$ cat config.mk
export PLATFORM = sky130hd
export DESIGN_NAME = irq_ctrl_flat
export DESIGN_NICKNAME = d
export VERILOG_FILES = /design/src/rtl/irq_pkg.sv /design/src/rtl/irq_ctrl_if.sv /design/src/rtl/irq_sync_edge.sv /design/src/rtl/irq_ctrl.sv /design/src/flat_wrapper.sv
export SDC_FILE = /design/constraint.sdc
export NUM_CORES = 1
export LEC_CHECK = 0
export ABC_AREA = 1
export CORE_UTILIZATION = 40
export DETAILED_ROUTE_END_ITERATION = 8
export PLACE_DENSITY = 0.75
export SYNTH_ARGS = -nofsm -noshare
export SYNTH_HDL_FRONTEND = slang
export SYNTH_SLANG_ARGS = --single-unit
$ cat constraint.sdc
create_clock -name clk_i -period 1.15 [get_ports clk_i]
set_input_delay 0.2875 -clock clk_i [delete_from_list [all_inputs] [get_ports clk_i]]
set_output_delay 0.2875 -clock clk_i [all_outputs]
set_load 0.01 [all_outputs]
$ cat src/rtl/irq_pkg.sv
// Shared encodings for the interrupt controller: FSM states and config register map.
package irq_pkg;

    typedef enum logic [1:0] {
        IDLE    = 2'd0,
        ASSERT  = 2'd1,
        SERVICE = 2'd2
    } state_e;

    localparam logic [1:0] REG_PENDING = 2'd0;
    localparam logic [1:0] REG_ENABLE  = 2'd1;
    localparam logic [1:0] REG_STATUS  = 2'd2;

    localparam int STATUS_ID_LSB  = 8;
    localparam int STATUS_IRQ_BIT = 31;

endpackage

$ cat src/rtl/irq_ctrl_if.sv
// Config bus plus cpu irq/ack/eoi handshake. master = cpu side, slave = controller.
interface irq_ctrl_if #(
    parameter int IDW = 3
) ();

    logic           cfg_we;
    logic [1:0]     cfg_addr;
    logic [31:0]    cfg_wdata;
    logic [31:0]    cfg_rdata;
    logic           irq;
    logic [IDW-1:0] irq_id;
    logic           irq_ack;
    logic [IDW-1:0] ack_id;
    logic           irq_eoi;

    modport master (
        output cfg_we, cfg_addr, cfg_wdata, irq_ack, ack_id, irq_eoi,
        input  cfg_rdata, irq, irq_id
    );

    modport slave (
        input  cfg_we, cfg_addr, cfg_wdata, irq_ack, ack_id, irq_eoi,
        output cfg_rdata, irq, irq_id
    );

endinterface

$ cat src/rtl/irq_sync_edge.sv
// Two-flop synchroniser for one interrupt line followed by a rising-edge detector.
// With IRQ_LEVEL_EN defined the synchronised level is passed through instead.
module irq_sync_edge (
    input  logic clk_i,
    input  logic rst_ni,
    input  logic d_i,
    output logic evt_o
);

    logic meta_q;
    logic sync_q;

`ifdef IRQ_LEVEL_EN
    // NOTE: sequential state uses non-blocking assignments so flops update together.
    always_ff @(posedge clk_i or negedge rst_ni) begin
        if (!rst_ni) begin
            meta_q <= 1'b0;
            sync_q <= 1'b0;
        end else begin
            meta_q <= d_i;
            sync_q <= meta_q;
        end
    end

    assign evt_o = sync_q;
`else
    logic prev_q;

    // NOTE: sequential state uses non-blocking assignments so flops update together.
    always_ff @(posedge clk_i or negedge rst_ni) begin
        if (!rst_ni) begin
            meta_q <= 1'b0;
            sync_q <= 1'b0;
            prev_q <= 1'b0;
        end else begin
            meta_q <= d_i;
            sync_q <= meta_q;
            prev_q <= sync_q;
        end
    end

    assign evt_o = sync_q & ~prev_q;
`endif

endmodule

$ cat src/rtl/irq_ctrl.sv
// Interrupt controller: pending/enable registers, lowest-index priority and an
// IDLE/ASSERT/SERVICE handshake FSM. Define IRQ_LEVEL_EN for level-sensitive sources.
module irq_ctrl
    import irq_pkg::*;
#(
    parameter int NSRC = 8,
    parameter int IDW  = 3
) (
    input  logic            clk_i,
    input  logic            rst_ni,
    input  logic [NSRC-1:0] src_i,
    irq_ctrl_if.slave       bus
);

    logic [NSRC-1:0] evt;
    logic [NSRC-1:0] pending;
    logic [NSRC-1:0] enable_q, enable_d;
    logic [NSRC-1:0] req;
    logic [NSRC-1:0] id_onehot;
    state_e          state_q, state_d;
    logic [IDW-1:0]  id_q, id_d;
    logic [IDW-1:0]  win_id;
    logic            win_valid;
    logic            ack_hit;
    logic            ack_clr;
    logic            cfg_wr_pending;
    logic            cfg_wr_enable;
    logic [31:0]     rdata;
    logic            unused_wdata;

    for (genvar g = 0; g < NSRC; g++) begin : g_src
        irq_sync_edge u_sync (
            .clk_i (clk_i),
            .rst_ni(rst_ni),
            .d_i   (src_i[g]),
            .evt_o (evt[g])
        );
    end

    assign cfg_wr_pending = bus.cfg_we && (bus.cfg_addr == REG_PENDING);
    assign cfg_wr_enable  = bus.cfg_we && (bus.cfg_addr == REG_ENABLE);
    assign unused_wdata   = ^bus.cfg_wdata;

`ifdef IRQ_LEVEL_EN
    // Pending mirrors the synchronised levels; W1C writes and acks have no effect.
    assign pending = evt;
`else
    logic [NSRC-1:0] pending_q, pending_d;
    logic [NSRC-1:0] clr_mask;

    // Edge set is OR-ed in after the clear so a coincident edge wins.
    always_comb begin
        clr_mask = '0;
        if (cfg_wr_pending) clr_mask = bus.cfg_wdata[NSRC-1:0];
        if (ack_clr)        clr_mask = clr_mask | id_onehot;
        pending_d = (pending_q & ~clr_mask) | evt;
    end

    always_ff @(posedge clk_i or negedge rst_ni) begin
        if (!rst_ni) pending_q <= '0;
        else         pending_q <= pending_d;
    end

    assign pending = pending_q;
`endif

    assign enable_d = cfg_wr_enable ? bus.cfg_wdata[NSRC-1:0] : enable_q;
    assign req      = pending & enable_q;

    // Descending scan so the last hit, the lowest index, wins.
    always_comb begin
        win_id    = '0;
        win_valid = 1'b0;
        for (int i = NSRC - 1; i >= 0; i--) begin
            if (req[i]) begin
                win_id    = IDW'(i);
                win_valid = 1'b1;
            end
        end
    end

    always_comb begin
        id_onehot = '0;
        for (int i = 0; i < NSRC; i++) begin
            id_onehot[i] = (id_q == IDW'(i));
        end
    end

    assign ack_hit = bus.irq_ack && (bus.ack_id == id_q);

    // NOTE: every output of this block gets a default first, so no path infers a latch.
    always_comb begin
        state_d = state_q;
        id_d    = id_q;
        ack_clr = 1'b0;
        unique case (state_q)
            IDLE: begin
                if (win_valid) begin
                    state_d = ASSERT;
                    id_d    = win_id;
                end
            end
            ASSERT: begin
                if (ack_hit) begin
                    state_d = SERVICE;
                    ack_clr = 1'b1;
                end else if (!(|(req & id_onehot))) begin
                    state_d = IDLE;
                end
            end
            SERVICE: begin
                if (bus.irq_eoi) state_d = IDLE;
            end
            default: state_d = IDLE;
        endcase
    end

    always_ff @(posedge clk_i or negedge rst_ni) begin
        if (!rst_ni) begin
            state_q  <= IDLE;
            id_q     <= '0;
            enable_q <= '0;
        end else begin
            state_q  <= state_d;
            id_q     <= id_d;
            enable_q <= enable_d;
        end
    end

    assign bus.irq    = (state_q == ASSERT);
    assign bus.irq_id = id_q;

    always_comb begin
        rdata = '0;
        case (bus.cfg_addr)
            REG_PENDING: rdata[NSRC-1:0] = pending;
            REG_ENABLE:  rdata[NSRC-1:0] = enable_q;
            REG_STATUS: begin
                rdata[1:0]                    = state_q;
                rdata[STATUS_ID_LSB +: IDW]   = id_q;
                rdata[STATUS_IRQ_BIT]         = (state_q == ASSERT);
            end
            default: rdata = '0;
        endcase
    end

    assign bus.cfg_rdata = rdata;

endmodule
$ cat src/flat_wrapper.sv
// flat-port wrapper written by rule: the top's interface ports become plain ports
module irq_ctrl_flat import irq_pkg::*;
#(
    parameter int NSRC = 8,
    parameter int IDW  = 3
)
  (clk_i, rst_ni, src_i, bus_cfg_we, bus_cfg_addr, bus_cfg_wdata, bus_irq_ack, bus_ack_id, bus_irq_eoi, bus_cfg_rdata, bus_irq, bus_irq_id);
  irq_ctrl_if #(.IDW(IDW)) bus_i ();
  input  logic clk_i;
  input  logic rst_ni;
  input  logic [NSRC-1:0] src_i;
  input wire logic [$bits(bus_i.cfg_we)-1:0] bus_cfg_we;
  input wire logic [$bits(bus_i.cfg_addr)-1:0] bus_cfg_addr;
  input wire logic [$bits(bus_i.cfg_wdata)-1:0] bus_cfg_wdata;
  input wire logic [$bits(bus_i.irq_ack)-1:0] bus_irq_ack;
  input wire logic [$bits(bus_i.ack_id)-1:0] bus_ack_id;
  input wire logic [$bits(bus_i.irq_eoi)-1:0] bus_irq_eoi;
  output wire logic [$bits(bus_i.cfg_rdata)-1:0] bus_cfg_rdata;
  output wire logic [$bits(bus_i.irq)-1:0] bus_irq;
  output wire logic [$bits(bus_i.irq_id)-1:0] bus_irq_id;
  assign bus_i.cfg_we = bus_cfg_we;
  assign bus_i.cfg_addr = bus_cfg_addr;
  assign bus_i.cfg_wdata = bus_cfg_wdata;
  assign bus_i.irq_ack = bus_irq_ack;
  assign bus_i.ack_id = bus_ack_id;
  assign bus_i.irq_eoi = bus_irq_eoi;
  assign bus_cfg_rdata = bus_i.cfg_rdata;
  assign bus_irq = bus_i.irq;
  assign bus_irq_id = bus_i.irq_id;
  irq_ctrl #(.NSRC(NSRC), .IDW(IDW)) u_core (.clk_i(clk_i), .rst_ni(rst_ni), .src_i(src_i), .bus(bus_i));
endmodule
==> metrics <==
ANT nets after route=0; crit path DAT=1.19 ns; sequential area share after synthesis=0.501; CTS root buf=clkbuf_8; leakage=1.76 nW; Pre-antenna DRT Iters=4; Num CTS Buffers=5; Max Cap Violations=0; met3 wire len=320 um; DP Cell Count=406; failing checks=setup timing; first-pass GRT wire length=9590 um; top cell type's share of synthesized area=0.501; DRC=0; met2 wire len=~3200 um; Tot Pwr=0.00648 W; Non-Filler Instances=434; commonest cells after routing, fill and taps aside=66 x nand2_1, 44 x dfrtp_1, 38 x buf_4; Worst Hold Path Cells=0; Layout area overhead=51.4%; synth unique cells=26; Max clock buf depth=2; core area=about 5300 um2; Placer Congestion=0.943; Chip Height=slightly below 80 um; Min-Delay Path Class=flop to flop; final wirelength=5970 um; vias in the first global route=2110; Syn Area/Cell=~8.7 um2; post-DR vias/cell=4.71; largest net degree at the start of global routing=46; peak supply drop=roughly 900 uV; WL/cell=13.7 um; Layout Skew=between 0.009 and 0.01 ns; Worst R2R Path Depth=9; fill count=around 430; ant diodes=0; Critical Path RT=between 0.8 and 0.9 ns; clock sinks=45; Max Used Layer=met4; die area=5920 um2; CTS clk-pin slew, worst paths=roughly 0.080 ns; Synth area leaders=dfrtp_1 50%, nand2_1 14%, buf_4 7.3%; Die X=77.0 um; initial core utilization=0.426; H-tree levels=2; grt total ovfl=0; initial antenna violation count=0; Syn Inst Count=~260; FP Rows=26; total number of vias=just over 2000; Clk Latency, worst-skew pair=0.30 ns; CP startpoint kind=flop; Setup TNS Final=-5.32 ns; final setup vio count=29; IO Port Bufs=41; unrepaired setup endpoints after global routing=yes; outcome=finished, violations left; Peak Freq=between 600 and 700 MHz; M1 WL=between 2000 and 2500 um; Critical Path End Type=output pin; ratio of cells with drive above 1 in the final layout=0.387; final hold violations=0; CTS tree=built; Yosys warnings=0; initial drt markers=142; pwr dens=1900 nW/um2; final net count=413; Tot GR Track Use=0.211; # IOs=86; critical path class=flop to output pin; Period Utilization, post-route=1.29; mapped cell area=2250 um2; Max Slew Vio Count=0; fin crit period=1.48 ns; hpwl dp=3720 um; commonest non-fill, non-tap cell in the layout=nand2_1; crit-path max FO=2; Synth area leader=dfrtp_1; final worst slack=-0.328 ns; Seq cells post-synth=45
## final timing paths
check	from	to	slack, ns
hold reg to reg	u_core.g_src[3].u_sync.meta_q$_DFF_PN0_	u_core.g_src[3].u_sync.sync_q$_DFF_PN0_	0.35
hold / removal	u_core.g_src[3].u_sync.meta_q$_DFF_PN0_	u_core.g_src[3].u_sync.sync_q$_DFF_PN0_	0.35
setup reg to reg	u_core.bus.irq_id[2]$_DFFE_PN0P_	u_core.state_q[0]$_DFFE_PN0P_	-0.28
setup / recovery	u_core.bus.irq_id[2]$_DFFE_PN0P_	bus_cfg_rdata[10]	-0.33
min in group asynchronous	rst_ni	u_core.g_src[4].u_sync.meta_q$_DFF_PN0_	0.49
max in group asynchronous	rst_ni	u_core.bus.irq_id[0]$_DFFE_PN0P_	0.42
## cells in the mapped netlist
| library cell | count |
|---|---|
| nor2_4 | 3 |
| o31ai_1 | 1 |
| a21oi_1 | 1 |
| buf_4 | 22 |
| nand2_2 | 2 |
| mux2_2 | 8 |
| nand2_4 | 1 |
| dfrtp_1 | 45 |
| nor2b_4 | 1 |
| o211ai_1 | 2 |
| nor3_1 | 4 |
| a22o_1 | 6 |
| nand2_1 | 83 |
| inv_4 | 1 |
| nand3_1 | 4 |
| inv_2 | 2 |
| xnor2_2 | 1 |
| o21ai_1 | 1 |
| conb_1 | 1 |
| o21ai_0 | 4 |
| o21bai_1 | 1 |
| nor2_1 | 16 |
| nor2_2 | 2 |
| inv_1 | 34 |
| nand4_1 | 10 |
| buf_6 | 3 |
## registers in the layout, summed over array words and instances (netlist names)
name                        count
u_core.g_src.u_sync.sync_q      8
u_core.state_q                  2
u_core.g_src.u_sync.prev_q      8
u_core.enable_q                 8
u_core.bus.irq_id               3
u_core.pending                  8
u_core.g_src.u_sync.meta_q      8
## power breakdown
group          switching, W  internal, W  total [W]
clock              0.000508     0.000708    0.00122
sequential         0.000150      0.00180    0.00195
combinational       0.00163      0.00169    0.00332
## kinds of logic (layout without fill, tap and decap cells)
family	after synthesis	after routing	share of synthesized area
AOI/OAI and AO/OA	16	16	0.0501
xor gates and xnor gates	1	1	0.00724
buffers and inverters	62	148	0.151
DFF	45	45	0.501
muxes	8	8	0.0401
other	1	20	0.00167
and+or+nand+nor	126	126	0.248
## final cells by class
| type | count | area, um2 | area share |
|---|---|---|---|
| sequential | 45 | 1130 | 0.331 |
| multi-input combinational | 171 | 992 | 0.292 |
| timing repair buffer | 103 | 921 | 0.271 |
| inverter | 37 | 159 | 0.0467 |
| tap | 70 | 87.6 | 0.0257 |
| clock buffer | 7 | 86.3 | 0.0254 |
| clock inverter | 1 | 30.0 | 0.00882 |
## worst max-delay path, cell delays in order, from the launching register on
cell and delay, ns:
dfrtp_1 0.39, buf_6 0.13, inv_4 0.04, buf_12 0.11
nor2_4 0.11, buf_6 0.11
## timing repair
| action | CTS | global route |
|---|---|---|
| endpoints found under the hold margin | 45 | 0 |
| pin swaps | 27 | 13 |
| setup buffers | 15 | 5 |
| endpoints found under the setup margin | 37 | 30 |
| hold buffers | 1 | 0 |
| gates cloned | 0 | 0 |
| resized for setup | 129 | 24 |
## per-stage QoR
step	area, um2	hold WS (ns)	setup WS, ns	utilization
5_1_grt	3400	0.356	-0.412	0.646
2_1_floorplan	2320	-0.00809	-0.0634	-
6_report	3400	0.352	-0.328	0.646
4_1_cts	3270	0.354	-0.271	0.620
3_3_place_gp	2960	0.278	-1.03	0.561
3_5_place_dp	2960	0.285	-1.08	0.561
## per-layer routing
layer  global-route usage  vias to the layer above
met3               0.0488                       19
met5                    0                        -
met1                0.230                      963
met2                0.387                       89
li1                     -                      975
met4               0.0942                        0
Power figures use the tool's default switching activity.
